--- src/rtl/ddfs_pkg.sv ---
// ddfs_pkg: shared definitions for the DDFS sweep generator.
//   - wave_sel encodings
//   - sweep FSM state type
//   - dither LFSR seed / Galois tap mask (x^16+x^14+x^13+x^11+1)
//   - midscale() helper for the offset-binary reset / centre value
package ddfs_pkg;

    localparam logic [1:0] WAVE_SQR = 2'b00;
    localparam logic [1:0] WAVE_TRI = 2'b01;
    localparam logic [1:0] WAVE_SIN = 2'b10;
    localparam logic [1:0] WAVE_SAW = 2'b11;

    typedef enum logic [1:0] {
        IDLE = 2'd0,
        RAMP = 2'd1,
        HOLD = 2'd2
    } sweep_state_t;

    localparam logic [15:0] LFSR_SEED = 16'hACE1;
    // Right-shifting Galois form of x^16+x^14+x^13+x^11+1.
    localparam logic [15:0] LFSR_TAPS = 16'hB400;

    // Offset-binary zero for a w-bit DAC.
    function automatic int midscale(input int w);
        return 1 << (w - 1);
    endfunction

endpackage

--- src/rtl/ddfs_sweep_gen_if.sv ---
// ddfs_sweep_gen_if: control/status bundle between the front-panel register
// block (master) and the DDFS core (slave).
//   master drives: en, wave_sel, mirror_x, mirror_y, freq_cntrl, fw, fw_step,
//                  fw_stop, sweep_start
//   slave drives:  sweep_busy, phase_wrap, q_valid, q
interface ddfs_sweep_gen_if #(
    parameter int FW_W  = 16,
    parameter int DAC_W = 12
);
    logic              en;
    logic [1:0]        wave_sel;
    logic              mirror_x;
    logic              mirror_y;
    logic [2:0]        freq_cntrl;
    logic [FW_W-1:0]   fw;
    logic [FW_W-1:0]   fw_step;
    logic [FW_W-1:0]   fw_stop;
    logic              sweep_start;
    logic              sweep_busy;
    logic              phase_wrap;
    logic              q_valid;
    logic [DAC_W-1:0]  q;

    modport master (
        output en, wave_sel, mirror_x, mirror_y, freq_cntrl,
               fw, fw_step, fw_stop, sweep_start,
        input  sweep_busy, phase_wrap, q_valid, q
    );

    modport slave (
        input  en, wave_sel, mirror_x, mirror_y, freq_cntrl,
               fw, fw_step, fw_stop, sweep_start,
        output sweep_busy, phase_wrap, q_valid, q
    );
endinterface

--- src/rtl/ddfs_sine_lut.sv ---
// ddfs_sine_lut: quarter-wave sine ROM with a one-cycle registered read.
//   clk, rst_n : clock, async active-low reset (clears the read register)
//   addr       : quarter-wave address, 0 = phase 0, 2^LUT_AW-1 = just below pi/2
//   data       : round(2^(DAC_W-1) * sin(pi/2 * addr / 2^LUT_AW)), clamped to
//                2^(DAC_W-1)-1 so midscale + data never exceeds full scale
// Contents are computed at elaboration from LUT_AW/DAC_W, so resizing the
// core needs no regenerated data file.
module ddfs_sine_lut #(
    parameter int LUT_AW = 8,
    parameter int DAC_W  = 12
) (
    input  logic              clk,
    input  logic              rst_n,
    input  logic [LUT_AW-1:0] addr,
    output logic [DAC_W-2:0]  data
);
    localparam int DEPTH = 1 << LUT_AW;

    // Taylor series to x^19; x <= pi/2 keeps the error far below 1 LSB.
    function automatic logic [DAC_W-2:0] sine_entry(input int idx);
        real x, term, s, v;
        int  r, top;
        x    = 1.5707963267948966 * $itor(idx) / $itor(DEPTH);
        term = x;
        s    = x;
        for (int k = 1; k <= 9; k++) begin
            term = -term * x * x / $itor((2 * k) * (2 * k + 1));
            s    = s + term;
        end
        v   = s * $itor(1 << (DAC_W - 1));
        r   = $rtoi(v + 0.5);
        top = (1 << (DAC_W - 1)) - 1;
        if (r > top) r = top;
        if (r < 0)   r = 0;
        return (DAC_W-1)'(r);
    endfunction

    logic [DAC_W-2:0] rom [DEPTH];

    for (genvar i = 0; i < DEPTH; i++) begin : g_rom
        localparam logic [DAC_W-2:0] ENTRY = sine_entry(i);
        assign rom[i] = ENTRY;
    end

    always_ff @(posedge clk or negedge rst_n) begin
        if (!rst_n) data <= '0;
        else        data <= rom[addr];
    end
endmodule

--- src/rtl/ddfs_sweep_gen.sv ---
// ddfs_sweep_gen: parametrised DDFS core with linear frequency sweep.
//   clk, rst_n : clock, async active-low reset
//   bus        : ddfs_sweep_gen_if.slave (controls in; sweep_busy, phase_wrap,
//                q_valid, q out)
// Pipeline: prescaler tick -> acc (stage 0) -> waveform/LUT regs (stage 1)
//   -> q (stage 2). q is re-registered every cycle so wave_sel/mirror changes
//   propagate without a tick; q_valid marks tick-derived samples only.
// The frequency word in use (fw_cur) only changes on a phase wrap, or while
// idle and disabled, so the output never jumps mid-period.
// Optional build macro DDFS_DITHER_EN: LFSR phase dither on the sine path.
module ddfs_sweep_gen
    import ddfs_pkg::*;
#(
    parameter int PHASE_W = 24,
    parameter int FW_W    = 16,
    parameter int DAC_W   = 12,
    parameter int LUT_AW  = 8
) (
    input  logic         clk,
    input  logic         rst_n,
    ddfs_sweep_gen_if.slave bus
);
    localparam int PW = LUT_AW + 2;
    localparam logic [DAC_W-1:0] MID = DAC_W'(midscale(DAC_W));

    // ---------------- prescaler ----------------
    // presc_lim is latched at each clear so freq_cntrl changes never cut a
    // prescale period short.
    logic [6:0] presc, presc_lim;
    logic       tick;

    assign tick = bus.en && (presc == presc_lim);

    always_ff @(posedge clk or negedge rst_n) begin
        if (!rst_n) begin
            presc     <= '0;
            presc_lim <= '0;
        end else if (bus.en) begin
            if (tick) begin
                presc     <= '0;
                presc_lim <= (7'd1 << bus.freq_cntrl) - 7'd1;
            end else begin
                presc <= presc + 7'd1;
            end
        end
    end

    // ---------------- accumulator ----------------
    logic [PHASE_W-1:0] acc;
    logic [PHASE_W:0]   acc_sum;
    logic               phase_wrap;
    logic [FW_W-1:0]    fw_cur;

    assign acc_sum = {1'b0, acc} + (PHASE_W+1)'(fw_cur);

    always_ff @(posedge clk or negedge rst_n) begin
        if (!rst_n) begin
            acc        <= '0;
            phase_wrap <= 1'b0;
        end else if (tick) begin
            acc        <= acc_sum[PHASE_W-1:0];
            phase_wrap <= acc_sum[PHASE_W];
        end else begin
            phase_wrap <= 1'b0;
        end
    end

    // ---------------- sweep FSM ----------------
    sweep_state_t    state;
    logic            sweep_busy;
    logic [FW_W:0]   ramp_sum;

    // One extra bit so a step past full scale clamps to fw_stop instead of wrapping.
    assign ramp_sum = {1'b0, fw_cur} + {1'b0, bus.fw_step};

    always_ff @(posedge clk or negedge rst_n) begin
        if (!rst_n) begin
            state      <= IDLE;
            fw_cur     <= '0;
            sweep_busy <= 1'b0;
        end else begin
            case (state)
                IDLE: begin
                    if (!bus.en || phase_wrap) fw_cur <= bus.fw;
                    if (bus.sweep_start) begin
                        state      <= RAMP;
                        sweep_busy <= 1'b1;
                    end
                end
                RAMP: begin
                    if (!bus.sweep_start) begin
                        state      <= IDLE;
                        sweep_busy <= 1'b0;
                    end else if (phase_wrap) begin
                        // A zero step or a stop at/below fw_cur lands on fw_stop at once.
                        if (bus.fw_step == '0 || ramp_sum >= {1'b0, bus.fw_stop}) begin
                            fw_cur <= bus.fw_stop;
                            state  <= HOLD;
                        end else begin
                            fw_cur <= ramp_sum[FW_W-1:0];
                        end
                    end
                end
                HOLD: begin
                    if (!bus.sweep_start) begin
                        state      <= IDLE;
                        sweep_busy <= 1'b0;
                    end
                end
                default: begin
                    state      <= IDLE;
                    sweep_busy <= 1'b0;
                end
            endcase
        end
    end

    // ---------------- stage 0: phase decode ----------------
    logic [DAC_W-1:0] ph_top;
    logic [DAC_W-1:0] tri_val, sqr_val, nonsin;
    logic [PW-1:0]    sin_p;
    logic [LUT_AW-1:0] lut_addr;

    assign ph_top  = acc[PHASE_W-1 -: DAC_W] ^ {DAC_W{bus.mirror_x}};
    assign sqr_val = ph_top[DAC_W-1] ? '0 : {DAC_W{1'b1}};
    // Second half: 2*(max-ph) == (~ph)<<1 truncated.
    assign tri_val = ph_top[DAC_W-1] ? {~ph_top[DAC_W-2:0], 1'b0}
                                     : { ph_top[DAC_W-2:0], 1'b0};

`ifdef DDFS_DITHER_EN
    localparam int DITH_W = (PHASE_W - PW > 16) ? 16 : (PHASE_W - PW);

    logic [15:0]        lfsr;
    logic [PHASE_W-1:0] dith_phase;
    logic               dith_unused;

    always_ff @(posedge clk or negedge rst_n) begin
        if (!rst_n)    lfsr <= LFSR_SEED;
        else if (tick) lfsr <= {1'b0, lfsr[15:1]} ^ (lfsr[0] ? LFSR_TAPS : 16'h0);
    end

    // Dither lives below the LUT address bits; only the sine path sees it.
    assign dith_phase  = (acc ^ {PHASE_W{bus.mirror_x}}) + PHASE_W'(lfsr[DITH_W-1:0]);
    assign sin_p       = dith_phase[PHASE_W-1 -: PW];
    assign dith_unused = ^dith_phase[PHASE_W-PW-1:0];
`else
    assign sin_p = acc[PHASE_W-1 -: PW] ^ {PW{bus.mirror_x}};
`endif

    // Quadrants 1 and 3 read the quarter table backwards.
    assign lut_addr = sin_p[LUT_AW] ? ~sin_p[LUT_AW-1:0] : sin_p[LUT_AW-1:0];

    always_comb begin
        nonsin = ph_top;
        case (bus.wave_sel)
            WAVE_SQR: nonsin = sqr_val;
            WAVE_TRI: nonsin = tri_val;
            default:  nonsin = ph_top;
        endcase
    end

    // ---------------- stage 1 ----------------
    logic [DAC_W-2:0] lut_data;
    logic [1:0]       wsel_s1;
    logic             my_s1, neg_s1;
    logic [DAC_W-1:0] nonsin_s1;

    ddfs_sine_lut #(.LUT_AW(LUT_AW), .DAC_W(DAC_W)) u_lut (
        .clk  (clk),
        .rst_n(rst_n),
        .addr (lut_addr),
        .data (lut_data)
    );

    always_ff @(posedge clk or negedge rst_n) begin
        if (!rst_n) begin
            wsel_s1   <= WAVE_SQR;
            my_s1     <= 1'b0;
            neg_s1    <= 1'b0;
            nonsin_s1 <= '0;
        end else begin
            wsel_s1   <= bus.wave_sel;
            my_s1     <= bus.mirror_y;
            neg_s1    <= sin_p[PW-1];
            nonsin_s1 <= nonsin;
        end
    end

    // ---------------- stage 2: output ----------------
    logic [DAC_W-1:0] lut_ext, sine_val, sample, dac_q;
    logic [2:0]       vld_pipe;

    assign lut_ext  = {1'b0, lut_data};
    // LUT is clamped to MID-1, so neither branch can overflow.
    assign sine_val = neg_s1 ? (MID - lut_ext) : (MID + lut_ext);
    assign sample   = (wsel_s1 == WAVE_SIN) ? sine_val : nonsin_s1;

    always_ff @(posedge clk or negedge rst_n) begin
        if (!rst_n) begin
            dac_q    <= MID;
            vld_pipe <= '0;
        end else begin
            dac_q    <= my_s1 ? ~sample : sample;
            vld_pipe <= {vld_pipe[1:0], tick};
        end
    end

    assign bus.q          = dac_q;
    assign bus.q_valid    = vld_pipe[2];
    assign bus.phase_wrap = phase_wrap;
    assign bus.sweep_busy = sweep_busy;

endmodule
--- src/flat_wrapper.sv ---
// flat-port wrapper written by rule: the top's interface ports become plain ports
module ddfs_sweep_gen_flat import ddfs_pkg::*;
#(
    parameter int PHASE_W = 24,
    parameter int FW_W    = 16,
    parameter int DAC_W   = 12,
    parameter int LUT_AW  = 8
)
  (clk, rst_n, bus_en, bus_wave_sel, bus_mirror_x, bus_mirror_y, bus_freq_cntrl, bus_fw, bus_fw_step, bus_fw_stop, bus_sweep_start, bus_sweep_busy, bus_phase_wrap, bus_q_valid, bus_q);
  ddfs_sweep_gen_if #(.FW_W(FW_W), .DAC_W(DAC_W)) bus_i ();
  input  logic clk;
  input  logic rst_n;
  input wire logic [$bits(bus_i.en)-1:0] bus_en;
  input wire logic [$bits(bus_i.wave_sel)-1:0] bus_wave_sel;
  input wire logic [$bits(bus_i.mirror_x)-1:0] bus_mirror_x;
  input wire logic [$bits(bus_i.mirror_y)-1:0] bus_mirror_y;
  input wire logic [$bits(bus_i.freq_cntrl)-1:0] bus_freq_cntrl;
  input wire logic [$bits(bus_i.fw)-1:0] bus_fw;
  input wire logic [$bits(bus_i.fw_step)-1:0] bus_fw_step;
  input wire logic [$bits(bus_i.fw_stop)-1:0] bus_fw_stop;
  input wire logic [$bits(bus_i.sweep_start)-1:0] bus_sweep_start;
  output wire logic [$bits(bus_i.sweep_busy)-1:0] bus_sweep_busy;
  output wire logic [$bits(bus_i.phase_wrap)-1:0] bus_phase_wrap;
  output wire logic [$bits(bus_i.q_valid)-1:0] bus_q_valid;
  output wire logic [$bits(bus_i.q)-1:0] bus_q;
  assign bus_i.en = bus_en;
  assign bus_i.wave_sel = bus_wave_sel;
  assign bus_i.mirror_x = bus_mirror_x;
  assign bus_i.mirror_y = bus_mirror_y;
  assign bus_i.freq_cntrl = bus_freq_cntrl;
  assign bus_i.fw = bus_fw;
  assign bus_i.fw_step = bus_fw_step;
  assign bus_i.fw_stop = bus_fw_stop;
  assign bus_i.sweep_start = bus_sweep_start;
  assign bus_sweep_busy = bus_i.sweep_busy;
  assign bus_phase_wrap = bus_i.phase_wrap;
  assign bus_q_valid = bus_i.q_valid;
  assign bus_q = bus_i.q;
  ddfs_sweep_gen #(.PHASE_W(PHASE_W), .FW_W(FW_W), .DAC_W(DAC_W), .LUT_AW(LUT_AW)) u_core (.clk(clk), .rst_n(rst_n), .bus(bus_i));
endmodule
--- config.mk ---
export PLATFORM = sky130hd
export DESIGN_NAME = ddfs_sweep_gen_flat
export DESIGN_NICKNAME = d
export VERILOG_FILES = /design/src/rtl/ddfs_pkg.sv /design/src/rtl/ddfs_sweep_gen_if.sv /design/src/rtl/ddfs_sine_lut.sv /design/src/rtl/ddfs_sweep_gen.sv /design/src/flat_wrapper.sv
export SDC_FILE = /design/constraint.sdc
export NUM_CORES = 1
export LEC_CHECK = 0
export CAP_MARGIN = 5
export CORE_MARGIN = 3
export CORE_UTILIZATION = 40
export DETAILED_ROUTE_END_ITERATION = 8
export GPL_ROUTABILITY_DRIVEN = 1
export PLACE_DENSITY = 0.56
export RECOVER_POWER = 50
export SLEW_MARGIN = 10
export SYNTH_ARGS = -nofsm -noshare
export SYNTH_HDL_FRONTEND = slang
export SYNTH_SLANG_ARGS = --single-unit
--- constraint.sdc ---
create_clock -name clk -period 6.16 [get_ports clk]
set_clock_uncertainty 0.1 [all_clocks]
set_input_delay 1.232 -clock clk [delete_from_list [all_inputs] [get_ports clk]]
set_output_delay 1.232 -clock clk [all_outputs]
set_load 0.02 [all_outputs]
---- After elaboration in Yosys (flattened, before gate mapping) ----
Memories as Yosys holds them, arrays and structs flattened. A register that Yosys moved wholly into a read port is not among the register bits.
Cells that the tools add are included.
operators by class
  magnitude comparators ................... 1
  reductions and logical operators ........ 14
  multiply operators ...................... 0
  shift-type cells ........................ 1
  divide/modulo/power cells ............... 0
  equality and inequality tests ........... 13
  bitwise logic cells ..................... 6
  muxes and demuxes ....................... 23
  add/subtract/negate cells ............... 6
operator list
  operator                                            number
  2-to-1 mux 16 bit                                   4
  2-to-1 mux 12 bit                                   5
  case mux 16 bit (2 select lines)                    1
  adder 24 x 16 -> 25 bit                             1
  case mux 12 bit (2 select lines)                    1
  adder 16 x 16 -> 17 bit                             1
  greater-or-equal comparator 17 x 16 -> 1 bit        1
  zero test 16 bit                                    1
  adder 12 x 11 -> 12 bit, first input constant       1
  NOT 12 bit                                          1
  subtractor 12 x 11 -> 12 bit, first input constant  1
  XOR 12 bit                                          1
  NOT 11 bit                                          1
  2-to-1 mux 2 bit                                    5
  XOR 10 bit                                          1
  NOT 8 -> 9 bit                                      1
  2-to-1 mux 8 bit                                    1
  != test 2 bit, second input constant                4
  NOT 8 bit                                           1
  AND reduction 4 bit                                 2
  adder 7 x 1 -> 7 bit, second input constant         1
  equality test 7 bit                                 1
  2-to-1 mux 7 bit                                    1
  left shift 1 x 3 -> 7 bit, first input constant     1
  15 further kinds                                    25
storage, ports and cells
  bits in registers ....................... 89
  logic and storage cells ................. 78
  bits of input ports ..................... 59
  bits in latches ......................... 0
  memory bits (writable) .................. 0
  ROM bits ................................ 2816
  memories kept ........................... 1
  output and inout port bits .............. 15
memories
  name              depth  width  read ports  clocked after memory_dff  wr ports  RTL line             RTL
  (name not given)  256    11     1           1                         0         ddfs_sine_lut.sv:47  else data <= rom[addr];

---- Longest topological paths before layout ----
Gate-level depths: netlist (run 1).
  word-level depth ........................ 7
  gate-level depth with buffers ........... 16

---- Cells and area by module ----
From an unflattened synthesis (run 1), not the netlist that was laid out.
unflattened totals
  cells, all modules ...................... 1163
  area, all modules ....................... 9384.0 µm²
modules (own cells, without submodules)
  module          times used  seq. area each (µm²)  cells each  area an instance (µm²)
  ddfs_sweep_gen  1           2228.4                710         6393.6
  ddfs_sine_lut   1           275.3                 453         2990.4

---- Worst setup path before layout (run 1) ----
OpenSTA, ideal clock, no wires.
  kind .................................... input port to flip-flop
  start ................................... in bus_fw_step[2]
  end ..................................... reg u_core.fw_cur[15]
  data arrival time ....................... 4.685 ns
  path buffers ............................ 0
  stages on the path ...................... 15
  setup time .............................. 0.127 ns
  data required time ...................... 5.933 ns
  path slack .............................. 1.248 ns
  cells stage by stage .................... ha_1 -> and3_1 -> a2111oi_0 -> a21o_1 -> nand3_1 -> o211ai_1 -> xnor2_1 -> ha_1 -> nand4_1 -> or2_0 -> or4_1 -> nand3_1 -> nor4_1 -> mux2_2 -> or2_2
between the ends
  longest elaborated chain between the ends .. 7
  elaborated cells between the ends (all ways) .. 8
RTL lines
  item                                          RTL line               RTL
  start: declaration                            flat_wrapper.sv:19     input wire logic [$bits(bus_i.fw_step)-1:0] bus_fw_step;
  adder 16 x 16 -> 17 bit                       ddfs_sweep_gen.sv:74   assign ramp_sum = {1'b0, fw_cur} + {1'b0, bus.fw_step};
  greater-or-equal comparator 17 x 16 -> 1 bit  ddfs_sweep_gen.sv:96   if (bus.fw_step == '0 || ramp_sum >= {1'b0, bus.fw_stop}) begin
  logical OR 1 bit                              ddfs_sweep_gen.sv:96
  2-to-1 mux 16 bit *                           ddfs_sweep_gen.sv:96
  2-to-1 mux 16 bit *                           ddfs_sweep_gen.sv:94   end else if (phase_wrap) begin
  2-to-1 mux 16 bit *                           ddfs_sweep_gen.sv:91   if (!bus.sweep_start) begin
  case mux 16 bit (2 select lines) *            ddfs_sweep_gen.sv:82   case (state)
  end signal: assignment                        ddfs_sweep_gen.sv:84   if (!bus.en || phase_wrap) fw_cur <= bus.fw;
  end signal: assignment                        ddfs_sweep_gen.sv:97   fw_cur <= bus.fw_stop;
  end signal: assignment                        ddfs_sweep_gen.sv:100  fw_cur <= ramp_sum[FW_W-1:0];
  end: declaration                              ddfs_sweep_gen.sv:52   logic [FW_W-1:0] fw_cur;
Every way passes the cells marked *; elsewhere a longest branch is shown, timed or not. The select of a mux whose other input is x is not followed.
A chain may end at the register's enable or synchronous reset.

---- Worst setup path after layout (run 1) ----
  start ................................... in bus_fw_step[0]
  end ..................................... reg u_core.fw_cur[4]
The elaborated chain is that of the path after synthesis.

==> metrics.log, run 1 <==
[metrics] result of the run: finished, violations left
[metrics] failing checks: max-capacitance violations, max-slew violations
[metrics] netlist area before placement: 9970 µm²
[metrics] DRC violation count after routing: 0
[metrics] nature of the critical path startpoint: primary input
[metrics] Synth top area share: 24.9%
[metrics] startpoint of the worst setup timing path: bus_fw_step[0]
[metrics] most frequent cells in the layout: nand2_1 (136), o21ai_0 (109), a21oi_1 (106), dfrtp_1 (98), nor2_1 (83)
[metrics] Area growth, synth to finish: 11.9%
[metrics] Max Clk Rate: 0.183 GHz
[metrics] data required time of the worst path: 6270 ps
[metrics] internal power consumption: 2330 µW
[metrics] kind of capture point of the worst setup path: flop
[metrics] violation count after the first detailed-routing iteration: 971
[metrics] dominant cell type by area after synthesis: dfrtp_1
[metrics] Finish-stage setup viols: 0
[metrics] full die area: 26900 µm²
[metrics] total of flip-flops plus latches after synthesis: 100
[metrics] VDD IR-drop max: 0.185 mV
[metrics] Routed Antenna Nets: 0
[metrics] most common cell after layout, fill and taps aside: nand2_1
[metrics] number of fillers in the final layout: 2459
[metrics] most common flop cell mapped by yosys: dfrtp_1
[metrics] ant diodes: 0
[metrics] first-pass GRT wire length: 50800 µm
[metrics] Hold Fails Final Rpt: 0
[metrics] critical path capture point: u_core.fw_cur[4]
[metrics] DIE WIDTH: 164 µm
[metrics] weighted congestion at the end of routability-driven global placement: 0.964
[metrics] fin crit share: 88.9%
[metrics] max_slew headroom: -105%
[metrics] clock period minus final worst setup slack: 5470 ps
[metrics] Setup TNS Final: 0 ps
[metrics] cell at the root of the clock tree: clkbuf_16
[metrics] # clock sinks: 100
[metrics] vias in the first global route: 9259
[metrics] post-CTS resize count: 0
[metrics] post-synthesis area per instance: 7.84 µm²
[metrics] Distinct cells, synth: 74
[metrics] Via density: 6.07
[metrics] CTS tree: built
[metrics] largest driver fanout on the critical path: 18
[metrics] sum of overflow across all layers after global routing: 0
[metrics] power per unit of standard cell area: 405 nW/µm²
[metrics] worst reg2reg path startpoint: u_core.acc[22]
[metrics] Static Leak: 0.00469 µW
[metrics] power spent charging and discharging nets: 2180 µW
[metrics] post-CTS setup buffer count: 0
[metrics] number of antenna violations at the first check in global routing: 0
[metrics] Cells after Synth: 1272
[metrics] clk_lat worst skew: 360 ps
[metrics] critical path start-end classification: in -> reg
[metrics] largest family of logic cells by synthesized area: compound AO/OA/AOI/OAI gates
[metrics] hold slack: 251 ps
[metrics] CP arrival: 5590 ps
[metrics] proportion of layout cells with a drive suffix above 1: 5.93%
[metrics] core area: 24400 µm²
[metrics] area share of fa/ha/maj cells after synthesis: 9.06%
[metrics] compound-cell area share of the yosys netlist: 28.8%
[metrics] hold-fix buffers at CTS: 0
[metrics] CTS clock-pin slew for the worst setup and hold paths: 80 ps
[metrics] worst reg-to-reg setup slack: 1540 ps
[metrics] Net Count, Synth: 1402
[metrics] EDFF count, synth: 0
[metrics] layout net count: 1406
[metrics] clock share of power: 12.3%
[metrics] TritonCTS Buffers: 9
[metrics] sequential element share of the synthesized area: 25.1%
[metrics] combinational group share of total power: 64.8%
[metrics] Slew Limit Fails: 57
[metrics] fraction of power consumed by sequential logic: 23.0%
[metrics] number of warnings reported in the yosys synthesis log: 0
[metrics] drt total wl: 31700 µm
[metrics] unrepaired setup endpoints after global routing: no
[metrics] Max H-tree Level: 3
[metrics] r2r worst-path depth: 10
[metrics] All-Layer GR Usage: 23.7%
[metrics] ranking of synthesized cells by area: dfrtp_1 (25%), ha_1 (8.7%), o21ai_0 (5.5%)
[metrics] worst reg2reg endpoint: u_core.u_lut.data[0]
[metrics] sw frac: 48.3%
[metrics] Hold Path Class: reg -> reg
[metrics] XOR/XNOR Fraction of Synth Area: 9.01%
[metrics] Post-synth ARST share: 100%
[metrics] Detailed Routing Iterations Pass 1: 5
[metrics] Starting Density: 40.9%
[metrics] DR vias: 9745
[metrics] standard-cell rows: 57
[metrics] dpl hpwl: 22600 µm
[metrics] multiplexer fraction of the synthesized cell area: 3.55%
[metrics] Die Height: 164 µm
[metrics] number of max-cap violations: 1
[metrics] largest net degree at the start of global routing: 57
[metrics] Port Buffers: 73
[metrics] number of buffers on the longest clock path: 2
[metrics] number of primary I/O pins: 74
[metrics] transition time at the pin with the least slew margin: 3070 ps
[metrics] drt wl/cell: 19.7 µm
[metrics] share of synthesized cell area in and, or, nand and nor gates: 18.6%
-- cell families (layout without fill, tap and decap cells) --
kind of cell             count (synthesis)  in the layout
flip-flops                             100            100
XOR/XNOR                                97             97
multiplexers                            31             31
buffers and inverters                  141            150
AO/OA/AOI/OAI                          443            443
adder cells (fa/ha/maj)                 71             71
AND/OR/NAND/NOR                        389            389
-- worst min path at each step --
| stage | end | cells after the start | slack [ps] | startpoint |
|---|---|---|---|---|
| 2_1_floorplan | u_core.vld_pipe[1] | 0 | 230 | u_core.vld_pipe[0] |
| 3_3_place_gp | u_core.vld_pipe[2] | 0 | 230 | u_core.vld_pipe[1] |
| 3_5_place_dp | u_core.vld_pipe[2] | 0 | 230 | u_core.vld_pipe[1] |
| 4_1_cts | u_core.vld_pipe[2] | 0 | 250 | u_core.vld_pipe[1] |
| 5_1_grt | u_core.vld_pipe[1] | 0 | 270 | u_core.vld_pipe[0] |
| 6_report | u_core.vld_pipe[2] | 0 | 250 | u_core.vld_pipe[1] |
-- Yosys cell counts (all sizes together) (31+ instances only) --
cell type and n:
a21oi 106, nor2 83, nor3 31, xor2 49, xnor2 48, a211oi 32, dfrtp 99, clkbuf 60
ha 69, nand2 136, inv 41, buf 40, o21ai 112
-- routing by layer --
metal | share of wire [%] | vias to the layer above | global-route usage, % | wire length (µm)
met5 | 0 | - | 0 | 0
met4 | 3.6 | 0 | 9.07 | 1130
met3 | 6.3 | 83 | 3.93 | 1990
met2 | 46 | 377 | 38.3 | 14700
met1 | 44 | 4615 | 31.8 | 13800
li1 | - | 4670 | - | -
-- power groups by stage --
| stage | clock [µW] | sequential, µW | combinational (µW) |
|---|---|---|---|
| after floorplan | 0 | 999 | 2110 |
| after global placement | 0 | 1050 | 2860 |
| after detailed placement | 0 | 1050 | 2880 |
| after CTS | 573 | 1040 | 2890 |
| after global routing | 600 | 1060 | 3240 |
| final | 553 | 1040 | 2920 |
-- worst max-delay path, cell delays in order --
cell,delay [ps]
clkdlybuf4s50_1,440
ha_1,240
fa_1,440
a211oi_1,270
o211ai_1,220
a32oi_1,420
nand2b_1,110
a21oi_1,180
xnor2_1,160
ha_1,290
a2111oi_0,400
a31oi_1,250
nor3_2,380
buf_12,220
mux2i_1,220
o21ai_0,90
-- stage by stage --
step | cells | util, % | total power, µW | setup slack, ps | area (µm²)
2_1_floorplan | 1272 | - | 3110 | 1250 | 9970
3_3_place_gp | 1589 | 44.6 | 3910 | 524 | 10900
3_5_place_dp | 1589 | 44.6 | 3930 | 371 | 10900
4_1_cts | 1605 | 45.8 | 4510 | 735 | 11200
5_1_grt | 1605 | 45.7 | 4900 | 316 | 11200
6_report | 1605 | 45.7 | 4510 | 686 | 11200
-- area by class of cell --
cell class	instances	area (µm²)	share of cell area [%]
Multi-Input combinational cell	1031	6920	62.0
Sequential cell	100	2500	22.5
Clock inverter	7	60.1	0.538
Clock buffer	9	225	2.02
Inverter	41	154	1.38
Timing Repair Buffer	93	885	7.93
Tap cell	324	405	3.63
-- sequential cells by signal (all words and copies together) (netlist names), 2 cells and up --
signal	count
u_core.presc_lim	7
u_core.u_lut.data	11
u_core.acc	24
u_core.nonsin_s1	12
u_core.presc	7
u_core.wsel_s1	2
u_core.state	2
u_core.fw_cur	16
u_core.bus.q	12
u_core.vld_pipe	3
No activity file was read; power rests on OpenSTA's default activity.
==> inputs of run 2 (changes only) <==
--- a/config.mk
+++ b/config.mk
@@ -15,4 +15,5 @@
 export SLEW_MARGIN = 10
 export SYNTH_ARGS = -nofsm -noshare
 export SYNTH_HDL_FRONTEND = slang
+export SYNTH_HIERARCHICAL = 1
 export SYNTH_SLANG_ARGS = --single-unit
==> run 2 against run 1 <==
Net effect: the flow still finishes with violations (max-capacitance violations, max-slew violations); die area down 5.7%; critical endpoint is now u_core/fw_cur[9]; critical path type unchanged; critical path depth is 4 higher; combinational power rose by 5%; hold slack got worse by 0.83 ps; area after synthesis decreased by 5.9%; synthesized cell count down 8.6%; global-route usage decreased by 3.0 points.
==> metrics.log, run 2 <==
[metrics] number of fillers in the final layout: 2315
[metrics] largest registers: u_core/acc x24, u_core/fw_cur x16
[metrics] clock share of power: 11.5%
[metrics] All-Layer GR Usage: 20.7%
[metrics] leading cell type by number of instances after synthesis: o21ai_0
[metrics] most frequent cells in the layout: o21ai_0 (115), nand2_1 (101), dfrtp_1 (99), nor2_1 (85), a21oi_1 (78)
[metrics] worst reg2reg endpoint: u_core/fw_cur[9]
[metrics] nature of the critical path startpoint: primary input
[metrics] transition time at the pin with the least slew margin: 2110 ps
[metrics] drt wl/cell: 18.0 µm
[metrics] Port Buffers: 73
[metrics] worst min-delay path endpoint: u_core/vld_pipe[2]
[metrics] CTS tree: built
[metrics] Min-Delay Path Depth: 0
[metrics] worst reg-to-reg setup slack: 1530 ps
[metrics] register bank with the most flops: u_core/acc
[metrics] number of buffers on the longest clock path: 2
[metrics] clock period minus final worst setup slack: 5500 ps
[metrics] data required time of the worst path: 6260 ps
[metrics] number of flip-flops under the largest register name: 24
[metrics] # clock sinks: 100
[metrics] Hold Path Class: reg -> reg
[metrics] largest net degree at the start of global routing: 77
[metrics] power per unit of standard cell area: 446 nW/µm²
[metrics] sequence of cells on the critical path: clkdlybuf4s50_1 > ha_1 > fa_1 > a21oi_2 > o211ai_2 > o41ai_4 > o21a_1 > o21ai_0 > a21oi_1 > xnor2_1 > ha_1 > and3_1 > nand3_1 > nor2_1 > and4bb_2 > o2111ai_2 > or2_1 > buf_4 > mux2i_1 > o21ai_1
[metrics] result of the run: finished, violations left
[metrics] number of antenna violations at the first check in global routing: 0
[metrics] cell mode on critical path: ha_1
[metrics] unrepaired setup endpoints after global routing: no
[metrics] finished layout cell area: 10500 µm²
[metrics] EDFF count, synth: 0
[metrics] most common flop cell mapped by yosys: dfrtp_1
[metrics] most frequent cells after synthesis: o21ai_0 (115), nand2_1 (101), dfrtp_1 (99), nor2_1 (85), a21oi_1 (78)
[metrics] dominant cell type by area after synthesis: dfrtp_1
[metrics] overall power: 4680 µW
[metrics] Static Leak: 0.00446 µW
[metrics] sw frac: 48.4%
[metrics] internal power consumption: 2420 µW
[metrics] number of warnings reported in the yosys synthesis log: 6
[metrics] hold-fix buffers at CTS: 0
[metrics] Distinct cells, synth: 82
[metrics] layout net count: 1304
[metrics] Routed Antenna Nets: 0
[metrics] Max H-tree Level: 3
[metrics] hold slack: 250 ps
[metrics] DRC violation count after routing: 0
[metrics] DIE WIDTH: 159 µm
[metrics] weighted congestion at the end of routability-driven global placement: 0.938
[metrics] sum of overflow across all layers after global routing: 0
[metrics] Critical Path Max Stage Delay: 430 ps
[metrics] failing checks: max-capacitance violations, max-slew violations
[metrics] Net Count, Synth: 1293
[metrics] Hold Fails Final Rpt: 0
[metrics] VDD IR-drop max: 0.186 mV
[metrics] combinational group share of total power: 65.5%
[metrics] first-pass GRT wire length: 43500 µm
[metrics] PnR worst setup slack: 660 ps
[metrics] post-synthesis area per instance: 8.07 µm²
[metrics] post-CTS setup buffer count: 0
[metrics] CP arrival: 5600 ps
[metrics] Placement Cell Area: 10200 µm²
[metrics] full die area: 25300 µm²
[metrics] sequential element share of the synthesized area: 26.7%
[metrics] Die Height: 159 µm
[metrics] Cells after Synth: 1163
[metrics] DR vias: 8568
[metrics] largest driver fanout on the critical path: 8
[metrics] HP Start: u_core/vld_pipe[1]
[metrics] ranking of synthesized cells by area: dfrtp_1 (26%), ha_1 (9.2%), o21ai_0 (6.1%)
[metrics] TritonCTS Buffers: 9
[metrics] Slew Limit Fails: 103
[metrics] worst reg2reg path startpoint: u_core/fw_cur[0]
[metrics] post-CTS resize count: 0
[metrics] dpl hpwl: 19300 µm
[metrics] proportion of layout cells with a drive suffix above 1: 5.77%
[metrics] vias in the first global route: 8044
[metrics] max_slew headroom: -40.6%
[metrics] most common cell after layout, fill and taps aside: o21ai_0
[metrics] CTS clock-pin slew for the worst setup and hold paths: 70 ps
[metrics] power spent charging and discharging nets: 2270 µW
[metrics] Starting Density: 41.1%
[metrics] netlist area before placement: 9380 µm²
[metrics] clk_lat worst skew: 350 ps
[metrics] ant diodes: 0
[metrics] violation count after the first detailed-routing iteration: 953
[metrics] kind of capture point of the worst setup path: flop
[metrics] cell at the root of the clock tree: clkbuf_16
[metrics] Synth top area share: 26.4%
[metrics] Via density: 5.75
[metrics] number of max-cap violations: 2
[metrics] core area: 22800 µm²
[metrics] Detailed Routing Iterations Pass 1: 6
[metrics] r2r worst-path depth: 19
[metrics] worst setup timing slack at the placement stage: 365 ps
[metrics] Finish-stage setup viols: 0
[metrics] Area growth, synth to finish: 11.8%
[metrics] fin crit share: 89.3%
[metrics] drt total wl: 26900 µm
[metrics] Post-synth ARST share: 100%
[metrics] Max Clk Rate: 0.182 GHz
[metrics] critical path start-end classification: in -> reg
[metrics] total of flip-flops plus latches after synthesis: 100
[metrics] CP max-delay cell: clkdlybuf4s50_1
[metrics] Setup TNS Final: 0 ps
[metrics] standard-cell rows: 55
[metrics] fraction of power consumed by sequential logic: 23.0%
[metrics] number of primary I/O pins: 74
-- run 2: cell count changes in the layout (fill, tap and decap cells not counted), sizes merged, moves of 10 or more --
cell and delta:
a21oi -27, nand2 -35, nor3 -11, nand2b +10, o21ai +11, o31ai -14, xnor2 -12
-- run 2: cells by family (layout without fill, tap and decap cells) --
group	after synthesis	after routing	share of synthesized area [%]
compound gates	387	387	26.7
simple gates	360	360	18.7
buf+inv	132	147	6.73
flops	100	100	26.7
xor+xnor	86	86	8.03
fa+ha+maj	71	71	9.63
mux	27	27	3.45
-- run 2: worst max-delay path by stage --
stage,depth (start not counted),to,startpoint
after floorplan,19,u_core/fw_cur[14],bus_fw_step[0]
after detailed placement,20,u_core/fw_cur[9],bus_fw_step[0]
after global routing,20,u_core/fw_cur[10],bus_fw_step[0]
after CTS,20,u_core/fw_cur[9],bus_fw_step[0]
after global placement,20,u_core/fw_cur[1],bus_fw_step[0]
final,20,u_core/fw_cur[9],bus_fw_step[0]
-- run 2: critical path, delay by kind of cell --
kind                     cells  cell delay (ps)
AO/OA/AOI/OAI                8             1390
XOR/XNOR                     1              180
adder cells (fa/ha/maj)      3              970
buffers and inverters        2              660
multiplexers                 1              180
AND/OR/NAND/NOR              5             1010
-- run 2: cell type report --
cell class              instances  area, µm²  share of cell area [%]
clock buffers                  11        243                    2.31
clock inverters                 4       33.8                   0.322
inverters                      45        169                    1.61
multi-input cells             931       6320                    60.3
flip-flops and latches        100       2500                    23.9
well taps                     313        392                    3.73
repair buffers                 87        827                    7.88
-- run 2: power groups by stage --
stage	Combinational, µW	Clock [µW]	Sequential (µW)
floorplan	2370	0	1020
global placement	3020	0	1090
detailed placement	3020	0	1080
CTS	3030	567	1070
global route	3410	583	1100
finish	3070	540	1080
-- run 2: through the flow --
step | std cells | util, %
final | 1491 | 45.9
after global routing | 1491 | 45.9
after CTS | 1491 | 45.9
after detailed placement | 1476 | 44.7
after global placement | 1476 | 44.7
after floorplan | 1163 | -
-- run 2: metal layers --
metal,up-vias,GRT usage (%),routed length (µm)
li1,4217,-,-
met1,4004,31.5,13000
met2,317,30.8,11700
met3,30,2.65,1820
met4,0,5.53,387
met5,-,0,0
